<file path="config.mk">
export PLATFORM = sky130hd
export DESIGN_NAME = regfile_dumper_flat
export DESIGN_NICKNAME = d
export VERILOG_FILES = /design/src/rtl/regfile_dumper_if.sv /design/src/rtl/regfile_dumper.sv /design/src/flat_wrapper.sv
export SDC_FILE = /design/constraint.sdc
export NUM_CORES = 1
export LEC_CHECK = 0
export BUFFER_PORTS_ARGS = -buffer_cell sky130_fd_sc_hd__buf_2
export CORE_ASPECT_RATIO = 0.8
export CORE_MARGIN = 1
export CORE_UTILIZATION = 46
export CTS_CLUSTER_DIAMETER = 30
export DETAILED_ROUTE_END_ITERATION = 8
export MAX_ROUTING_LAYER = met4
export PLACE_DENSITY = 0.77
export SYNTH_ARGS = -nofsm -noshare
export SYNTH_HDL_FRONTEND = slang
export SYNTH_SLANG_ARGS = --single-unit
</file>
<file path="constraint.sdc">
create_clock -name clk -period 1.7 [get_ports clk]
set_clock_uncertainty 0.1 [all_clocks]
set_input_delay 0 -clock clk [delete_from_list [all_inputs] [get_ports clk]]
set_output_delay 0 -clock clk [all_outputs]
set_load 0.01 [all_outputs]
</file>
<file path="src/rtl/regfile_dumper_if.sv">
// Bundle between the dumper, the register file read ports and the debug output stream.
// The master modport is the dumper side of both the read ports and the stream.
interface regfile_dumper_if #(
    parameter int DATA_W = 32
);
    logic [4:0]        ra1;
    logic [4:0]        ra2;
    logic [DATA_W-1:0] rd1;
    logic [DATA_W-1:0] rd2;
    logic              out_valid;
    logic              out_ready;
    logic [4:0]        out_addr;
    logic [DATA_W-1:0] out_data;
    logic              out_last;

    modport master (
        output ra1, ra2, out_valid, out_addr, out_data, out_last,
        input  rd1, rd2, out_ready
    );

    modport slave (
        input  ra1, ra2, out_valid, out_addr, out_data, out_last,
        output rd1, rd2, out_ready
    );
endinterface

</file>
<file path="src/rtl/regfile_dumper.sv">
// Walks the register file two registers per read cycle and streams each one out
// as an (address, data) beat on a valid/ready channel for debug readout.
module regfile_dumper #(
    parameter int DATA_W = 32,
    parameter int NREGS  = 32
) (
    input  logic             clk,
    input  logic             reset,
    input  logic             start,
    regfile_dumper_if.master bus,
    output logic             busy,
    output logic             done
);

    typedef enum logic [2:0] {
        S_IDLE,
        S_READ,
        S_EMIT0,
        S_EMIT1,
        S_DONE
    } state_t;

    localparam logic [3:0] LAST_PAIR = 4'(NREGS / 2 - 1);

    state_t            r_state;
    state_t            w_nextState;
    logic [3:0]        r_pair;
    logic [DATA_W-1:0] r_buf0;
    logic [DATA_W-1:0] r_buf1;
    logic              w_xfer;

    assign w_xfer  = bus.out_valid && bus.out_ready;
    assign bus.ra1 = {r_pair, 1'b0};
    assign bus.ra2 = {r_pair, 1'b1};

    always_ff @(posedge clk or posedge reset) begin
        if (reset) begin
            r_state <= S_IDLE;
        end else begin
            r_state <= w_nextState;
        end
    end

    always_comb begin
        w_nextState = r_state;
        case (r_state)
            S_IDLE:  if (start) w_nextState = S_READ;
            S_READ:  w_nextState = S_EMIT0;
            S_EMIT0: if (w_xfer) w_nextState = S_EMIT1;
            S_EMIT1: if (w_xfer) w_nextState = (r_pair == LAST_PAIR) ? S_DONE : S_READ;
            S_DONE:  w_nextState = S_IDLE;
            default: w_nextState = S_IDLE;
        endcase
    end

    // Each pair is snapshotted in its READ cycle, so later writes to it are not seen.
    always_ff @(posedge clk or posedge reset) begin
        if (reset) begin
            r_pair <= '0;
            r_buf0 <= '0;
            r_buf1 <= '0;
        end else begin
            case (r_state)
                S_IDLE: begin
                    if (start) r_pair <= '0;
                end
                S_READ: begin
                    r_buf0 <= bus.rd1;
                    r_buf1 <= bus.rd2;
                end
                S_EMIT1: begin
                    if (w_xfer && (r_pair != LAST_PAIR)) r_pair <= r_pair + 4'd1;
                end
                default: begin
                end
            endcase
        end
    end

    // Stream outputs decode registered state only, so they hold steady while stalled.
    always_comb begin
        bus.out_valid = 1'b0;
        bus.out_addr  = '0;
        bus.out_data  = '0;
        bus.out_last  = 1'b0;
        busy          = (r_state != S_IDLE);
        done          = (r_state == S_DONE);
        case (r_state)
            S_EMIT0: begin
                bus.out_valid = 1'b1;
                bus.out_addr  = {r_pair, 1'b0};
                bus.out_data  = r_buf0;
            end
            S_EMIT1: begin
                bus.out_valid = 1'b1;
                bus.out_addr  = {r_pair, 1'b1};
                bus.out_data  = r_buf1;
                bus.out_last  = (r_pair == LAST_PAIR);
            end
            default: begin
            end
        endcase
    end

endmodule

</file>
<file path="src/flat_wrapper.sv">
// flat-port wrapper written by rule: the top's interface ports become plain ports
module regfile_dumper_flat 
#(
    parameter int DATA_W = 32,
    parameter int NREGS  = 32
)
  (clk, reset, start, busy, done, bus_ra1, bus_ra2, bus_out_valid, bus_out_addr, bus_out_data, bus_out_last, bus_rd1, bus_rd2, bus_out_ready);
  regfile_dumper_if #(.DATA_W(DATA_W)) bus_i ();
  input  logic clk;
  input  logic reset;
  input  logic start;
  output logic busy;
  output logic done;
  output wire logic [$bits(bus_i.ra1)-1:0] bus_ra1;
  output wire logic [$bits(bus_i.ra2)-1:0] bus_ra2;
  output wire logic [$bits(bus_i.out_valid)-1:0] bus_out_valid;
  output wire logic [$bits(bus_i.out_addr)-1:0] bus_out_addr;
  output wire logic [$bits(bus_i.out_data)-1:0] bus_out_data;
  output wire logic [$bits(bus_i.out_last)-1:0] bus_out_last;
  input wire logic [$bits(bus_i.rd1)-1:0] bus_rd1;
  input wire logic [$bits(bus_i.rd2)-1:0] bus_rd2;
  input wire logic [$bits(bus_i.out_ready)-1:0] bus_out_ready;
  assign bus_ra1 = bus_i.ra1;
  assign bus_ra2 = bus_i.ra2;
  assign bus_out_valid = bus_i.out_valid;
  assign bus_out_addr = bus_i.out_addr;
  assign bus_out_data = bus_i.out_data;
  assign bus_out_last = bus_i.out_last;
  assign bus_i.rd1 = bus_rd1;
  assign bus_i.rd2 = bus_rd2;
  assign bus_i.out_ready = bus_out_ready;
  regfile_dumper #(.DATA_W(DATA_W), .NREGS(NREGS)) u_core (.clk(clk), .reset(reset), .start(start), .bus(bus_i), .busy(busy), .done(done));
endmodule
</file>
==> summary.md <==
| Metric | Value |
|---|---|
| Run status | complete, no violations |
| Most frequent cells in the layout | sky130_fd_sc_hd__buf_2 (116), sky130_fd_sc_hd__dfrtp_1 (70), sky130_fd_sc_hd__dlygate4sd3_1 (68) |
| Number of max-slew violations in the final report | 0 |
| Number of clock sinks seen by CTS | 71 |
| Die X-Extent | 101.4 um |
| Fraction of power consumed by the clock network | 14.2% |
| Via count of the first global-routing pass | about 2800 |
| Hold EP | u_core.r_buf0[18] |
| Post-synthesis instance area | approximately 3600 um^2 |
| Buffers added on ports | roughly 120 |
| Share of synthesized cell area in full adder, half adder and majority cells | less than 1% |
| Total detailed-routing wirelength | about 8400 um |
| Multiplexer fraction of the synthesized cell area | 35.49% |
| Area of the core region | 7532 um^2 |
| Instance count of the mapped netlist | between 200 and 300 |
| Total of flip-flops plus latches after synthesis | 71 |
| Warning count from the yosys run | 0 |
| Reported net switching power | 3.300 mW |
| Number of maximum-capacitance constraint violations | 0 |
| Sequential group share of total power | between 30% and 40% |
| Final Net Count | 522 |
| Starting Density | 48.31% |
| DRC viols | 0 |
| Share of the synthesized area in the top cell type | 48.83% |
| Clock transition at path regs | 0.08 ns |
| Class of the tightest hold or removal check | in2reg |
| CTS Root Cell | sky130_fd_sc_hd__clkbuf_8 |
| Biggest area contributors in the synthesized netlist | sky130_fd_sc_hd__dfrtp_1 (49%), sky130_fd_sc_hd__mux2_4 (25%), sky130_fd_sc_hd__mux2i_1 (9.1%) |
| Sw Ratio | 34.88% |
| Req. time, crit path | 1.83 ns |
| Final antenna diode count | 0 |
| GRT Resource Usage Total | 22.36% |
| Unique cell type count in the Yosys netlist | 34 |
| Worst flop-to-flop path endpoint | u_core.r_pair[1] |
| Synthesized netlist net count | 334 |
| Depth of the worst register-to-register path | 6 |
| Type of the worst setup path | reg2reg |
| Design internal power | roughly 6 mW |
| Final ANT Viol Nets | 0 |
| Worst hold start | bus_rd1[18] |
| Top cell type by total area after synthesis | sky130_fd_sc_hd__dfrtp_1 |
| Die height | 81.55 um |
| Number of levels the H-tree was split into | 3 |
| Routed wirelength normalized by instance count | about 15 um |
| Total design power | 9.461 mW |
| Element type at the critical path end | flip-flop |
| Critical Path Source Type | flip-flop |
| Setup repair after global routing missed its margin | no |
| Worst R2R Setup Slack | 0.06 ns |
| CTS tree | done |
| DP Wirelength | 5158 um |
| Syn_area_per_cell | 13.73 um^2 |
| Die Outline Area | 8272 um^2 |
| Total gr overflow | 0 |
| Area growth from synthesis to layout | 44.29% |
| Post-synthesis share of cell area spent on xor and xnor gates | 0% |
| Pre-CTS WS | between 0.1 and 0.15 ns |
| Most common cell after layout, fill and taps aside | sky130_fd_sc_hd__buf_2 |
| Clock buffer depth | 2 |
| CP Data Arrival Time | 1.76 ns |
| Global-route wire length before repair | 13490 um |
| Num CTS Buffers | 9 |
| Post-layout min period | between 1.5 and 2 ns |
| Util after Layout | 69.70% |
| PD cells | 1802 nW/um^2 |
| Share of final-layout standard cells stronger than drive strength 1 | 47.05% |
| Number of cells on the worst hold path | 3 |
| Starting DRT DRC Count | 58 |
| Number of ports placed on the die boundary | 119 |
| Main combinational cell family by area after synthesis | multiplexers |
| Part of the Yosys area used for sequential elements | 48.83% |
| Maximum number of pins on one net before global-route repair | 69 |
| Vias after detailed routing | 2680 |
| Min setup slack post-route | 0.06410 ns |
| Clock latency at the later pin of the worst-skew pair | 0.34 ns |
| DRT Pass-1 Iters | 4 |
| Final total negative setup slack | 0 ns |
| Source of the worst register-to-register timing path | u_core.r_state[1] |
| Pleak | 2.673 nW |
| Final cycle utilization of the critical path | 96.23% |
| Fin. Hold Viols | 0 |
| Combinational fraction of design power | a little over half |
| Critical-path maximum fanout | 10 |
| Setup violation total in the final timing report | 0 |
| Area fraction in and, or, nand and nor cells after synthesis | 7.634% |
| Highest attainable clock frequency | slightly above 0.6 GHz |
| Compound-Gate Fraction of Synth Area | roughly 1.8% |
| Routed via count divided by cell count | ~4.8 |
| Placement Rows | 28 |
| RD Place Congestion | 0.7495 |
| Critical path startpoint | u_core.r_state[1] |
| Number of antenna violations at the first check in global routing | 0 |
| IR Drop Worst-Case VDD | 1000 uV |
-- cell usage after synthesis --
| master | count |
|---|---|
| sky130_fd_sc_hd__dfrtp_1 | 71 |
| sky130_fd_sc_hd__a2111oi_0 | 1 |
| sky130_fd_sc_hd__a21o_1 | 1 |
| sky130_fd_sc_hd__buf_6 | 8 |
| sky130_fd_sc_hd__mux2_1 | 4 |
| sky130_fd_sc_hd__inv_2 | 1 |
| sky130_fd_sc_hd__nor3b_2 | 1 |
| sky130_fd_sc_hd__o22ai_1 | 2 |
| sky130_fd_sc_hd__a31oi_1 | 1 |
| sky130_fd_sc_hd__and2_1 | 4 |
| sky130_fd_sc_hd__mux2i_1 | 33 |
| sky130_fd_sc_hd__nor3b_1 | 2 |
| sky130_fd_sc_hd__nand4b_1 | 1 |
| sky130_fd_sc_hd__and3_1 | 1 |
| sky130_fd_sc_hd__nor3_1 | 2 |
| sky130_fd_sc_hd__buf_2 | 4 |
| sky130_fd_sc_hd__and4b_1 | 1 |
| sky130_fd_sc_hd__inv_1 | 4 |
| sky130_fd_sc_hd__buf_4 | 10 |
| sky130_fd_sc_hd__nand3b_1 | 1 |
| sky130_fd_sc_hd__conb_1 | 2 |
| sky130_fd_sc_hd__nor2_1 | 36 |
| sky130_fd_sc_hd__nand3_1 | 2 |
| sky130_fd_sc_hd__o21bai_1 | 1 |
| sky130_fd_sc_hd__mux2_4 | 61 |
| sky130_fd_sc_hd__ha_1 | 1 |
| sky130_fd_sc_hd__a22o_1 | 1 |
| sky130_fd_sc_hd__clkbuf_1 | 1 |
| sky130_fd_sc_hd__nor4b_2 | 1 |
| sky130_fd_sc_hd__or3_1 | 1 |
| sky130_fd_sc_hd__nand2_1 | 1 |
| sky130_fd_sc_hd__nand2b_1 | 2 |
| sky130_fd_sc_hd__o21ai_0 | 1 |
| sky130_fd_sc_hd__a21oi_2 | 1 |
-- through the flow --
stage,area [um^2],hold WS [ns],std cells
2_1_floorplan,3642,0.004610,265
3_3_place_gp,4308,-0.1946,476
3_5_place_dp,4308,-0.1966,476
4_1_cts,5218,0.2882,561
5_1_grt,5250,0.3014,562
6_report,5250,0.3151,562
-- logic make-up after synthesis --
family,Yosys count
AOI/OAI and AO/OA,9
other,2
adders and majority gates,1
and+or+nand+nor,56
muxes,98
buffers and inverters,28
DFF,71
-- power by group through the flow --
stage	clock network [mW]	registers, mW	logic, mW
floorplan	0	2.94	3.67
global placement	0	3.04	4.64
detailed placement	0	3.07	4.78
CTS	1.39	3.06	4.99
global route	1.46	3.18	5.46
finish	1.34	3.07	5.05
-- critical path, stage by stage, from the launching register on --
cell,delay [ns]
sky130_fd_sc_hd__dfrtp_1,0.42
sky130_fd_sc_hd__buf_6,0.14
sky130_fd_sc_hd__buf_12,0.12
sky130_fd_sc_hd__nor4b_2,0.23
sky130_fd_sc_hd__buf_4,0.16
sky130_fd_sc_hd__a21oi_2,0.04
sky130_fd_sc_hd__mux2_4,0.30
-- cell type report --
type	instances	area [um^2]
clock buffer	10	137.6
clock inverter	5	58.81
fill	537	2282
inverter	5	22.52
multi-input combinational	166	1667
sequential	71	1778
tap	105	131.4
timing repair buffer	200	1455
-- flip-flops by register name, indices dropped and copies added (netlist names) --
signal,flops
u_core.r_pair,4
u_core.r_buf0,32
u_core.r_state,3
u_core.r_buf1,32
-- routing by layer --
metal,vias up,part of all wire [%],global-route usage (%)
met1,1312,45,26.66
met4,0,0.83,5.652
li1,1278,-,-
met2,82,49,37.96
met5,-,0,-
met3,8,4.6,5.957
-- worst max-delay path by stage --
stage                     slack [ns]                 to  cells past startpoint
after floorplan                 0.18   u_core.r_pair[1]                      4
after global placement          0.11  u_core.r_state[0]                      4
after detailed placement        0.11  u_core.r_buf0[27]                      3
after CTS                       0.02  u_core.r_state[0]                      4
after global routing           0.008    bus_out_data[4]                      4
final                           0.06   u_core.r_pair[1]                      6
-- repair_timing --
| item | 4_1_cts | 5_1_grt |
|---|---|---|
| hold buffers | 68 | 0 |
| gates resized for setup | 2 | 3 |
| endpoints found under the setup margin | 5 | 20 |
| pin swaps | 0 | 1 |
| setup buffers | 2 | 1 |
| endpoints found under the hold margin | 138 | 0 |
Power figures use the tool's default switching activity.
